==> src/rtl/trigger_frame_packer.sv <==
// Condenses per-phase trigger requests into one tagged frame per bunch crossing
// and queues the frames in a first-word-fall-through FIFO for the TCM link.
module trigger_frame_packer #(
    parameter int TT_W      = 7,
    parameter int TA_W      = 12,
    parameter int DEPTH     = 16,
    parameter int ORBIT_LEN = 3564,
    parameter int FRAME_W   = 15 + TT_W + TA_W
) (
    input  logic                     clk320,
    input  logic                     rst_n,
    input  logic [2:0]               mt_cou,
    input  logic                     tcm_req,
    input  logic [TT_W-1:0]          tt,
    input  logic [TA_W-1:0]          ta,
    input  logic                     orbit,
    output logic [FRAME_W-1:0]       out_data,
    output logic                     out_valid,
    input  logic                     out_ready,
    output logic [$clog2(DEPTH):0]   fifo_level,
    output logic                     ovf,
    output logic [15:0]              drop_cnt
);

    localparam int AW = $clog2(DEPTH);
    localparam int LW = AW + 1;

    localparam logic ACC_IDLE = 1'b0;
    localparam logic ACC_HIT  = 1'b1;

    logic                acc_q, acc_d;
    logic [2:0]          req_cnt_q, req_cnt_d;
    logic [TT_W-1:0]     tt_cap_q, tt_cap_d;
    logic [TA_W-1:0]     ta_max_q, ta_max_d;
    logic [11:0]         bc_id_q, bc_id_d;
    logic                orbit_pend_q, orbit_pend_d;

    logic [FRAME_W-1:0]  mem_q [DEPTH];
    logic [AW-1:0]       rd_q, rd_d, wr_q, wr_d;
    logic [LW-1:0]       level_q, level_d;
    logic [FRAME_W-1:0]  out_data_q, out_data_d;
    logic                out_valid_q, out_valid_d;
    logic                ovf_q, ovf_d;
    logic [15:0]         drop_q, drop_d;

    logic                hit_f;
    logic [2:0]          cnt_f;
    logic [TT_W-1:0]     tt_f;
    logic [TA_W-1:0]     ta_f;
    logic                boundary, push, pop, full, push_ok, drop, mem_empty, wr_en;
    logic [FRAME_W-1:0]  frame;

    // Accumulator as it stands once this edge's request is folded in; the
    // boundary frame is built from this so a phase-7 request is not lost.
    always_comb begin
        hit_f = acc_q;
        cnt_f = req_cnt_q;
        tt_f  = tt_cap_q;
        ta_f  = ta_max_q;
        if (tcm_req) begin
            if (acc_q == ACC_IDLE) begin
                hit_f = ACC_HIT;
                cnt_f = 3'd1;
                tt_f  = tt;
                ta_f  = ta;
            end else begin
                if (req_cnt_q != 3'd7) cnt_f = req_cnt_q + 3'd1;
                if (ta > ta_max_q)     ta_f  = ta;
            end
        end
    end

    assign boundary = (mt_cou == 3'd7);
    assign push     = boundary && (hit_f == ACC_HIT);
    assign frame    = {bc_id_q, cnt_f, tt_f, ta_f};

    always_comb begin
        acc_d        = boundary ? ACC_IDLE : hit_f;
        req_cnt_d    = boundary ? 3'd0 : cnt_f;
        tt_cap_d     = tt_f;
        ta_max_d     = ta_f;
        bc_id_d      = bc_id_q;
        orbit_pend_d = orbit_pend_q;
        if (boundary) begin
            if (orbit_pend_q || orbit) begin
                bc_id_d      = '0;
                orbit_pend_d = 1'b0;
            end else begin
                bc_id_d = (bc_id_q == 12'(ORBIT_LEN - 1)) ? '0 : bc_id_q + 12'd1;
            end
        end else if (orbit) begin
            orbit_pend_d = 1'b1;
        end
    end

    assign pop       = out_valid_q && out_ready;
    assign full      = (level_q == LW'(DEPTH));
    assign push_ok   = push && (!full || pop);
    assign drop      = push && full && !pop;
    assign mem_empty = (rd_q == wr_q);

    // The output register holds the head frame; mem_q holds the rest. A push
    // into an empty queue bypasses mem_q straight into the output register.
    always_comb begin
        out_valid_d = out_valid_q;
        out_data_d  = out_data_q;
        rd_d        = rd_q;
        wr_en       = 1'b0;
        if (!out_valid_q || pop) begin
            if (!mem_empty) begin
                out_data_d  = mem_q[rd_q];
                out_valid_d = 1'b1;
                rd_d        = rd_q + AW'(1);
                wr_en       = push_ok;
            end else if (push_ok) begin
                out_data_d  = frame;
                out_valid_d = 1'b1;
            end else begin
                out_valid_d = 1'b0;
            end
        end else begin
            wr_en = push_ok;
        end
        wr_d    = wr_en ? wr_q + AW'(1) : wr_q;
        level_d = level_q + LW'(push_ok) - LW'(pop);
        ovf_d   = ovf_q || drop;
        drop_d  = (drop && drop_q != 16'hFFFF) ? drop_q + 16'd1 : drop_q;
    end

    always_ff @(posedge clk320 or negedge rst_n) begin
        if (!rst_n) begin
            acc_q        <= ACC_IDLE;
            req_cnt_q    <= '0;
            tt_cap_q     <= '0;
            ta_max_q     <= '0;
            bc_id_q      <= '0;
            orbit_pend_q <= 1'b0;
            rd_q         <= '0;
            wr_q         <= '0;
            level_q      <= '0;
            out_data_q   <= '0;
            out_valid_q  <= 1'b0;
            ovf_q        <= 1'b0;
            drop_q       <= '0;
        end else begin
            acc_q        <= acc_d;
            req_cnt_q    <= req_cnt_d;
            tt_cap_q     <= tt_cap_d;
            ta_max_q     <= ta_max_d;
            bc_id_q      <= bc_id_d;
            orbit_pend_q <= orbit_pend_d;
            rd_q         <= rd_d;
            wr_q         <= wr_d;
            level_q      <= level_d;
            out_data_q   <= out_data_d;
            out_valid_q  <= out_valid_d;
            ovf_q        <= ovf_d;
            drop_q       <= drop_d;
        end
    end

    always_ff @(posedge clk320) begin
        if (wr_en) mem_q[wr_q] <= frame;
    end

    assign out_data   = out_data_q;
    assign out_valid  = out_valid_q;
    assign fifo_level = level_q;
    assign ovf        = ovf_q;
    assign drop_cnt   = drop_q;

endmodule

==> config.mk <==
export PLATFORM = sky130hd
export DESIGN_NAME = trigger_frame_packer
export DESIGN_NICKNAME = d
export VERILOG_FILES = /design/src/rtl/trigger_frame_packer.sv
export SDC_FILE = /design/constraint.sdc
export NUM_CORES = 1
export LEC_CHECK = 0
export CORE_MARGIN = 4
export CORE_UTILIZATION = 56
export DETAILED_ROUTE_END_ITERATION = 7
export GPL_TIMING_DRIVEN = 0
export PLACE_DENSITY = 0.78
export SLEW_MARGIN = 15
export SYNTH_ARGS = -nofsm -noshare
export SYNTH_HDL_FRONTEND = slang
export SYNTH_SLANG_ARGS = --single-unit
export TNS_END_PERCENT = 5
==> constraint.sdc <==
create_clock -name clk320 -period 5.26 [get_ports clk320]
set_input_delay 0.526 -clock clk320 [delete_from_list [all_inputs] [get_ports clk320]]
set_output_delay 0.526 -clock clk320 [all_outputs]
set_load 0.03 [all_outputs]
# Word level (Yosys, flattened, before mapping)
# Memories as Yosys holds them, arrays and structs flattened.
# Index checks and enable logic that the tools add are counted.
[totals]
ff_bits = 101
input_bits = 27
mem_count = 1
ram_bits = 544
elab_cells = 72
output_inout_bits = 57
[op_classes]
n_bitwise = 1
n_eq_ne = 8
mux = 24
magnitude_cmp = 1
reduce_logical = 17
add_sub_neg = 7
[mem_list]
columns = ["memory", "depth", "width", "read_ports", "rd_ports_with_merged_regs", "write_ports", "line", "source"]
rows = [
  ["mem_q", 16, 34, 1, 0, 1, "38", "logic [FRAME_W-1:0] mem_q [DEPTH];"],
]
[ops]
columns = ["cell", "count"]
rows = [
  ["34-bit 2-to-1 mux", 2],
  ["12-bit 2-to-1 mux", 5],
  ["16-bit by 1-bit adder with 16-bit output, second input constant", 1],
  ["16-bit inequality test, second input constant", 1],
  ["7-bit 2-to-1 mux", 2],
  ["12-bit by 1-bit adder with 12-bit output, second input constant", 1],
  ["12-bit equality test, second input constant", 1],
  ["12-bit greater-than comparator", 1],
  ["3-bit 2-to-1 mux", 4],
  ["1-bit 2-to-1 mux", 11],
  ["4-bit by 1-bit adder with 4-bit output, second input constant", 2],
  ["1-bit logical AND", 6],
  ["2-bit AND reduction", 3],
  ["5-bit by 1-bit adder with 5-bit output", 1],
  ["5-bit equality test, second input constant", 1],
  ["5-bit by 1-bit subtractor with 5-bit output", 1],
  ["4-bit equality test", 1],
  ["1-bit logical OR", 4],
  ["3-bit by 1-bit adder with 3-bit output, second input constant", 1],
  ["3-bit equality test, second input constant", 1],
  ["1-bit zero test", 3],
  ["3-bit inequality test, second input constant", 1],
  ["2-bit by 1-bit inequality test with 1-bit output, second input constant", 1],
  ["2-bit inequality test, second input constant", 1],
  ["other kinds (2)", 2],
]

# Longest topological paths before layout
# Gate-level depths: netlist of the first run.
[logic_depth]
word_depth = 8
depth_mapped = 13
mapped_depth_nobuf = 13

# Worst setup path after synthesis of the first run
# OpenSTA, ideal clock, no wires.
[synth_path]
path_type = "register to register"
start = "register level_q[2] (netlist: fifo_level[2])"
end = "memory mem_q[5][0] (netlist bit), enable pin"
stages_incl_launch_ff = 9
path_slack_ps = 483
arrival_ps = 4309
required_ps = 4792
period_less_slack_ps = 4777
setup_ps = 468
path_buffers = 0
path_cell_list = "dfrtp_1 inv_1 ha_1 and4bb_1 a211oi_1 inv_2 nor2_1 nand2_1 nor3_1"
[synth_via]
elab_chain_cells = 8
[synth_rtl]
columns = ["item", "line", "source"]
rows = [
  ["start, declared", "40", "logic [LW-1:0] level_q, level_d;"],
  ["start signal, assigned", "154", "level_q <= level_d;"],
  ["5-bit equality test *", "97", "assign full = (level_q == LW'(DEPTH));"],
  ["1-bit zero test *", "98", "assign push_ok = push && (!full || pop);"],
  ["1-bit logical OR *", "98", ""],
  ["1-bit logical AND *", "98", ""],
  ["1-bit 2-to-1 mux", "110", "if (!mem_empty) begin"],
  ["1-bit 2-to-1 mux *", "109", "if (!out_valid_q || pop) begin"],
  ["1-bit 2-to-1 mux *", "163", "if (wr_en) mem_q[wr_q] <= frame;"],
  ["1-bit 2-to-1 mux (implied by the code) *", "163", ""],
  ["end, declared", "38", ""],
]
# Mark *: on every way between the ends. The rest lies on a longest branch, timed or not.

# Worst setup path after layout of the first run
[layout_path]
start = "input mt_cou[2]"
end = "memory mem_q[7][27] (netlist bit), enable pin"
[layout_via]
elab_chain_cells = 7
[layout_rtl]
columns = ["item", "line", "source"]
rows = [
  ["start, declared", "12", "input logic [2:0] mt_cou,"],
  ["3-bit equality test *", "73", "assign boundary = (mt_cou == 3'd7);"],
  ["1-bit logical AND *", "74", "assign push = boundary && (hit_f == ACC_HIT);"],
  ["1-bit logical AND *", "98", ""],
  ["1-bit 2-to-1 mux", "110", ""],
  ["1-bit 2-to-1 mux *", "109", ""],
  ["1-bit 2-to-1 mux *", "163", ""],
  ["1-bit 2-to-1 mux (implied by the code) *", "163", ""],
]
# Marked as above.

==> qor.txt, run 1 <==
Residual DRC: 0
Critical Path RT: 5.58 ns
FILL cells: 2942
Max-cap violations: 0
Synthesis-stage register bit count: 645
Post-DRT Antenna Nets: 0
IO Port Bufs: 82
Relative slew slack: 0.237
Synth area leaders: edfxtp_1 64%, mux4_2 14%, dfrtp_1 9.9%
ANT cells: 0
Worst path arrival time: 4.38 ns
Synthesized area per cell: 19.6 um2
Pwr dens: 540 nW/um2
Synthesis-to-finish area growth: 15.9%
Tightest Hold Check Type: in -> async
Synth warn: 0
Chip width: 222 um
Initial antenna violation count: 0
Initial Util: 0.566
Clock root buffer: clkbuf_16
CTS tree: yes
Vias per inst: 6.33
Post-DP HPWL: 37100 um
CTS Sinks: 645
Synth cell types: 51
Gate Count Post-Synth: 1307
RSZ-0062 raised after global routing: no
Drt wl/cell: 27.6 um
Post-synth top area share: 0.637
Finished Core Util: 0.656
Core Area: 45300 um2
Critical Path Fanout Max: 8
Worst Reg-to-Reg Cells: 11
Status: finished clean
Hold-fix buffers, CTS: 1
VDD IR max: 0.000455 V
Clk buf depth: 3
Synth Cell Area: 25600 um2
Post-synth top flop: edfxtp_1
Part of the Yosys area used for sequential elements: 0.736
Final setup viols: 0
Row cnt: 78
Leakage: 10.0 nW
Worst-skew pair later-pin latency: 0.62 ns
Setup Fix Bufs, Post-CTS: 0
DR vias: 13503
Final hold vios: 0
Hold WS: 0.413 ns
Clock transition at path regs: 0.06 ns
Fin crit period: 4.06 ns
Tot GR Track Use: 0.241
Number of global-route vias before repair: 14160
Crit end category: flop
Proportion of layout cells with a drive suffix above 1: 0.226
# IOs: 84
Yosys top cell by area: edfxtp_1
Inserted Clock Buffers: 60
Die Y: 222 um
Final period util: 0.772
Slew Limit Fails: 0
GRT Residual Overflow: 0
Final Skew: 0.0152 ns
H-tree levels: 2
Final wirelength: 58800 um
Post-synth ARST share: 0.157
Critical path type: in -> reg
Crit start category: input pin
Resize count post-CTS: 0
Area after DPL: 27700 um2
1st-iter DRT viols: 1662
Die area: 49300 um2
Post-Syn Nets: 1361
Worst-margin pin slew: 1.14 ns
Largest net degree at the start of global routing: 57
Initial DRT Pass Iterations: 5
Final instance area: 29700 um2
First-pass GRT wire length: 89400 um
Nets: 1535
EDFF count, synth: 544
GPL Wtd Cong: 0.867
Peak Freq: 0.246 GHz
[through the flow]
step	setup slack [ns]	instances	total power, mW	setup TNS [ns]
3_5_place_dp	0.641	2018	11.7	0
6_report	1.20	2132	16.0	0
5_1_grt	1.09	2132	16.7	0
3_3_place_gp	-2.85	1989	11.5	-582.36
2_1_floorplan	0.483	1307	9.99	0
4_1_cts	1.28	2132	16.1	0
[final timing paths]
| check | slack, ns | startpoint | endpoint |
|---|---|---|---|
| setup / recovery | 1.20 | mt_cou[2] | mem_q[7][27] |
| hold / removal | 0.41 | rst_n | drop_cnt[14] |
| setup reg to reg | 1.30 | fifo_level[2] | mem_q[7][27] |
| hold reg to reg | 0.47 | ovf | ovf |
| max in group asynchronous | 4.12 | rst_n | tt_cap_q[0] |
| min in group clk320 | 0.42 | tcm_req | acc_q |
[report_power, final]
part           leakage [nW]  switching (mW)  internal (mW)  total, mW
clock                 0.991            1.86           2.53       4.40
sequential             6.10           0.227           6.26       6.49
combinational          2.94            3.01           2.14       5.15
total                  10.0            5.10           10.9       16.0
[placed cells by master, fill, tap and decap left out, drive strengths merged, types with 31 or more instances in the layout]
master / n
buf: 63
clkbuf: 113
clkdlybuf4s50: 81
dfrtp: 101
edfxtp: 544
mux2i: 31
mux4: 158
nand2: 58
nor2: 36
o21ai: 42
[state kept, by name, indices dropped and copies added (netlist names), 4 cells and up]
signal,count
wr_q,4
fifo_level,5
ta_max_q,12
drop_cnt,16
tt_cap_q,7
bc_id_q,12
mem_q,544
rd_q,4
out_data,34
[cells in the mapped netlist (7+ instances only)]
cell / number
ha_1: 26
xnor2_1: 20
o22ai_1: 12
buf_6: 7
nand3_1: 19
a2111oi_0: 12
mux4_2: 158
a221oi_1: 12
dfrtp_1: 101
edfxtp_1: 544
nor2_1: 36
clkbuf_1: 36
inv_1: 28
nand4_1: 9
o21ai_1: 34
buf_2: 18
mux2i_1: 31
nand2_1: 58
a21oi_1: 21
and2_1: 12
a211oi_1: 26
o21ai_0: 7
xor2_1: 15
mux2_2: 9
[kinds of logic after synthesis]
logic type,Yosys count,synth area share
multiplexers,200,0.156
buffers and inverters,98,0.0177
AO/OA/AOI/OAI,138,0.0354
flip-flops,645,0.736
XOR/XNOR,35,0.0120
AND/OR/NAND/NOR,164,0.0302
adder cells (fa/ha/maj),27,0.0135
[final cells by class]
| type | instances | area (um2) | share of cell area |
|---|---|---|---|
| multi-input cells | 564 | 6410 | 0.216 |
| clock inverters | 36 | 352 | 0.0118 |
| plain buffers | 69 | 345 | 0.0116 |
| inverters | 29 | 109 | 0.00366 |
| repair buffers | 112 | 1220 | 0.0411 |
| well taps | 600 | 751 | 0.0253 |
| flip-flops and latches | 645 | 18900 | 0.635 |
| clock buffers | 77 | 1670 | 0.0561 |
[per-layer routing]
layer  global-route usage  wire (um)  vias up
met1                0.329      22700     7074
met5                    0          0        -
li1                     -          -     5667
met4               0.0642       1630        0
met2                0.408      29900      643
met3               0.0449       4560      119
[critical path: stages]
cell and delay (ns):
clkdlybuf4s50_1 0.48, nand3_1 0.44, a211oi_1 0.59, inv_2 0.13, nor2_1 0.41, nand2_1 0.25
nor3_2 0.72, buf_4 0.34, buf_4 0.23, buf_4 0.22
(Power assumes the default switching activity.)
==> inputs of run 2 (changes only) <==
Clock period 5.26 ns to 3.9 ns, I/O delays scaled along.
==> results of run 2 <==
The final DEF is identical to that of run 1. Status: finished, violations left: negative setup slack.
Main changes from that run: setup slack after placement 0.641 ns -> -0.583 ns; setup slack after layout 1.20 ns -> -0.0588 ns; setup TNS 0 ns -> -0.747 ns; hold slack 0.413 ns -> 0.277 ns; number of setup violations in the final report 0 -> 14; start point of the critical path mt_cou[2] -> fifo_level[2]; register-to-register setup slack 1.30 ns -> -0.06 ns; total power 16.0 mW -> 21.6 mW; worst IR drop on VDD 0.000455 V -> 0.000614 V
==> inputs of run 3 (changes only) <==
Settings changed: CORE_UTILIZATION 56 to 23, PLACE_DENSITY 0.78 to 0.41.
==> run 3 against run 2 <==
The flow now finishes without violations; fmax up 10%; non-clock buffer count up 10; first-iteration DRC count down 40%; critical path depth down 3; clock-buffer cell count up 32; combinational power up 5.8%; sequential power about the same; routed wire length up 23%; critical endpoint is now mem_q[6][5].
==> qor.txt, run 3 (synthesis results as in run 1) <==
Crit-path max cell delay: 0.95 ns (+0.23 ns)
Chip width: 342 um (+54%)
GPL Wtd Cong: 0.750 (-14%)
DR vias: 13350 (-1.1%)
Largest Register: mem_q
Placed cells: 2915 (+44%)
Clock transition at path regs: 0.06 ns (about the same)
Crit start category: flop
CTS Sinks: 645 (unchanged)
Pwr dens: 728 nW/um2
Inserted Clock Buffers: 75 (+25%)
# IOs: 84 (unchanged)
Critical Path RT: 4.15 ns
Final wirelength: 72300 um (+23%)
Drt wl/cell: 23.7 um (-14%)
Final hold vios: 0 (unchanged)
Power Total: 22.8 mW
Finished Core Util: 0.283 (-0.373)
Initial DRT Pass Iterations: 6 (+1)
FILL cells: 11004 (+270%)
Initial antenna violation count: 2 (+2)
1st-iter DRT viols: 991 (-40%)
Core Area: 111000 um2 (+140%)
Register Area: 18900 um2 (unchanged)
Most common cell after layout, fill and taps aside: edfxtp_1
Vias per inst: 4.37 (-31%)
Final worst setup slack: 0.301 ns
Hold WS: 0.282 ns
H-tree levels: 3 (+1)
Max-cap violations: 0 (unchanged)
First-pass GRT wire length: 104000 um (+17%)
Most frequent CP cell: clkbuf_1
Number of global-route vias before repair: 14342 (+1.3%)
Worst path arrival time: 3.85 ns
Max reg flops: 544 (unchanged)
Worst-margin pin slew: 1.19 ns (+0.0555 ns)
Setup TNS Final: 0 ns
Final Non-Filler Cells: 3055 (+43%)
Slowest cell on crit path: o21ai_1
Final Skew: 0.0189 ns (+0.00373 ns)
ANT cells: 0 (unchanged)
Area after DPL: 28900 um2 (+4.6%)
Final period util: 0.923
RSZ-0062 raised after global routing: no
Crit end category: flop
IO Port Bufs: 82 (unchanged)
Post-DRT Antenna Nets: 0 (unchanged)
Die area: 117000 um2 (+140%)
Critical path type: reg -> reg
Fin crit period: 3.60 ns
Post-DP HPWL: 46600 um (+26%)
Worst-skew pair later-pin latency: 0.61 ns (about the same)
Most used cells in the layout excluding fill and tap cells: 544 x edfxtp_1, 158 x mux4_2, 101 x dfrtp_1
VDD IR max: 0.000324 V
Critical Path Fanout Max: 17 (+9)
Final instance area: 31300 um2 (+5.5%)
Tot GR Track Use: 0.124 (-0.117)
CP bufs+invs: 3 (-2)
CTS tree: yes
Tightest Hold Check Type: in -> reg
Leakage: 10.3 nW (+2.5%)
Row cnt: 122 (+56%)
Worst-path cell chain: inv_1 -> ha_1 -> nand4_1 -> or4_1 -> o311a_1 -> clkbuf_1 -> clkbuf_1 -> o21ai_1
Synthesis-to-finish area growth: 22.2%
GRT Residual Overflow: 0 (unchanged)
CP top delay family: compound AO/OA/AOI/OAI gates
Relative slew slack: 0.205 (-0.0319)
Setup WS pre-CTS: -0.690 ns
Proportion of layout cells with a drive suffix above 1: 0.234 (+0.00836)
Clk buf depth: 3 (unchanged)
Residual DRC: 0 (unchanged)
Slew Limit Fails: 0 (unchanged)
Die Y: 342 um (+54%)
Status: finished clean
Final setup viols: 0
Peak Freq: 0.278 GHz
Clock root buffer: clkbuf_16
Nets: 1560 (+1.6%)
Initial Util: 0.232 (-0.335)
Largest net degree at the start of global routing: 65 (+14%)
Multi-input combinational cell area: 6450 um2 (+0.66%)
run 3: per-layer routing:
layer / vias up / routed length [um] / GRT usage
met5: - / 0 / 0
met2: 294 / 33700 / 0.197
li1: 5729 / - / -
met3: 100 / 3000 / 0.0221
met4: 0 / 1460 / 0.0311
met1: 7227 / 34200 / 0.177
run 3: worst register-to-register path, cell delays in order (launching register included):
cell and delay, ns:
dfrtp_1 0.34, inv_1 0.06, ha_1 0.31, nand4_1 0.17, or4_1 0.56, o311a_1 0.15
clkbuf_1 0.28, clkbuf_1 0.41, o21ai_1 0.96
run 3: final timing paths:
path	slack [ns]	endpoint	startpoint	depth (start not counted)
max	0.30	mem_q[6][5]	ta_max_q[11]	8
min	0.28	acc_q	tcm_req	3
max reg2reg	0.30	mem_q[6][5]	ta_max_q[11]	8
min reg2reg	0.48	ovf	ovf	1
max in group asynchronous	2.94	out_data[30]	rst_n	4
min in group asynchronous	0.30	drop_cnt[11]	rst_n	3
run 3: layout make-up:
class,instances,area share
Sequential cell,645,0.602
Multi-Input combinational cell,564,0.206
Clock buffer,109,0.0672
Tap cell,1488,0.0594
Timing Repair Buffer,122,0.0443
Buffer,69,0.0111
Clock inverter,29,0.00691
Inverter,29,0.00347
run 3: report_power, final:
group / switching [mW] / internal, mW
sequential: 0.320 / 8.44
combinational: 4.44 / 2.91
clock: 2.80 / 3.90
total: 7.55 / 15.3
run 3: repair_timing:
item,in CTS,in global routing
hold endpoints to repair,63,0
setup endpoints to repair,32,21
resized for setup,2,1
setup buffers,0,1
hold buffers,1,0
pin swaps,0,1
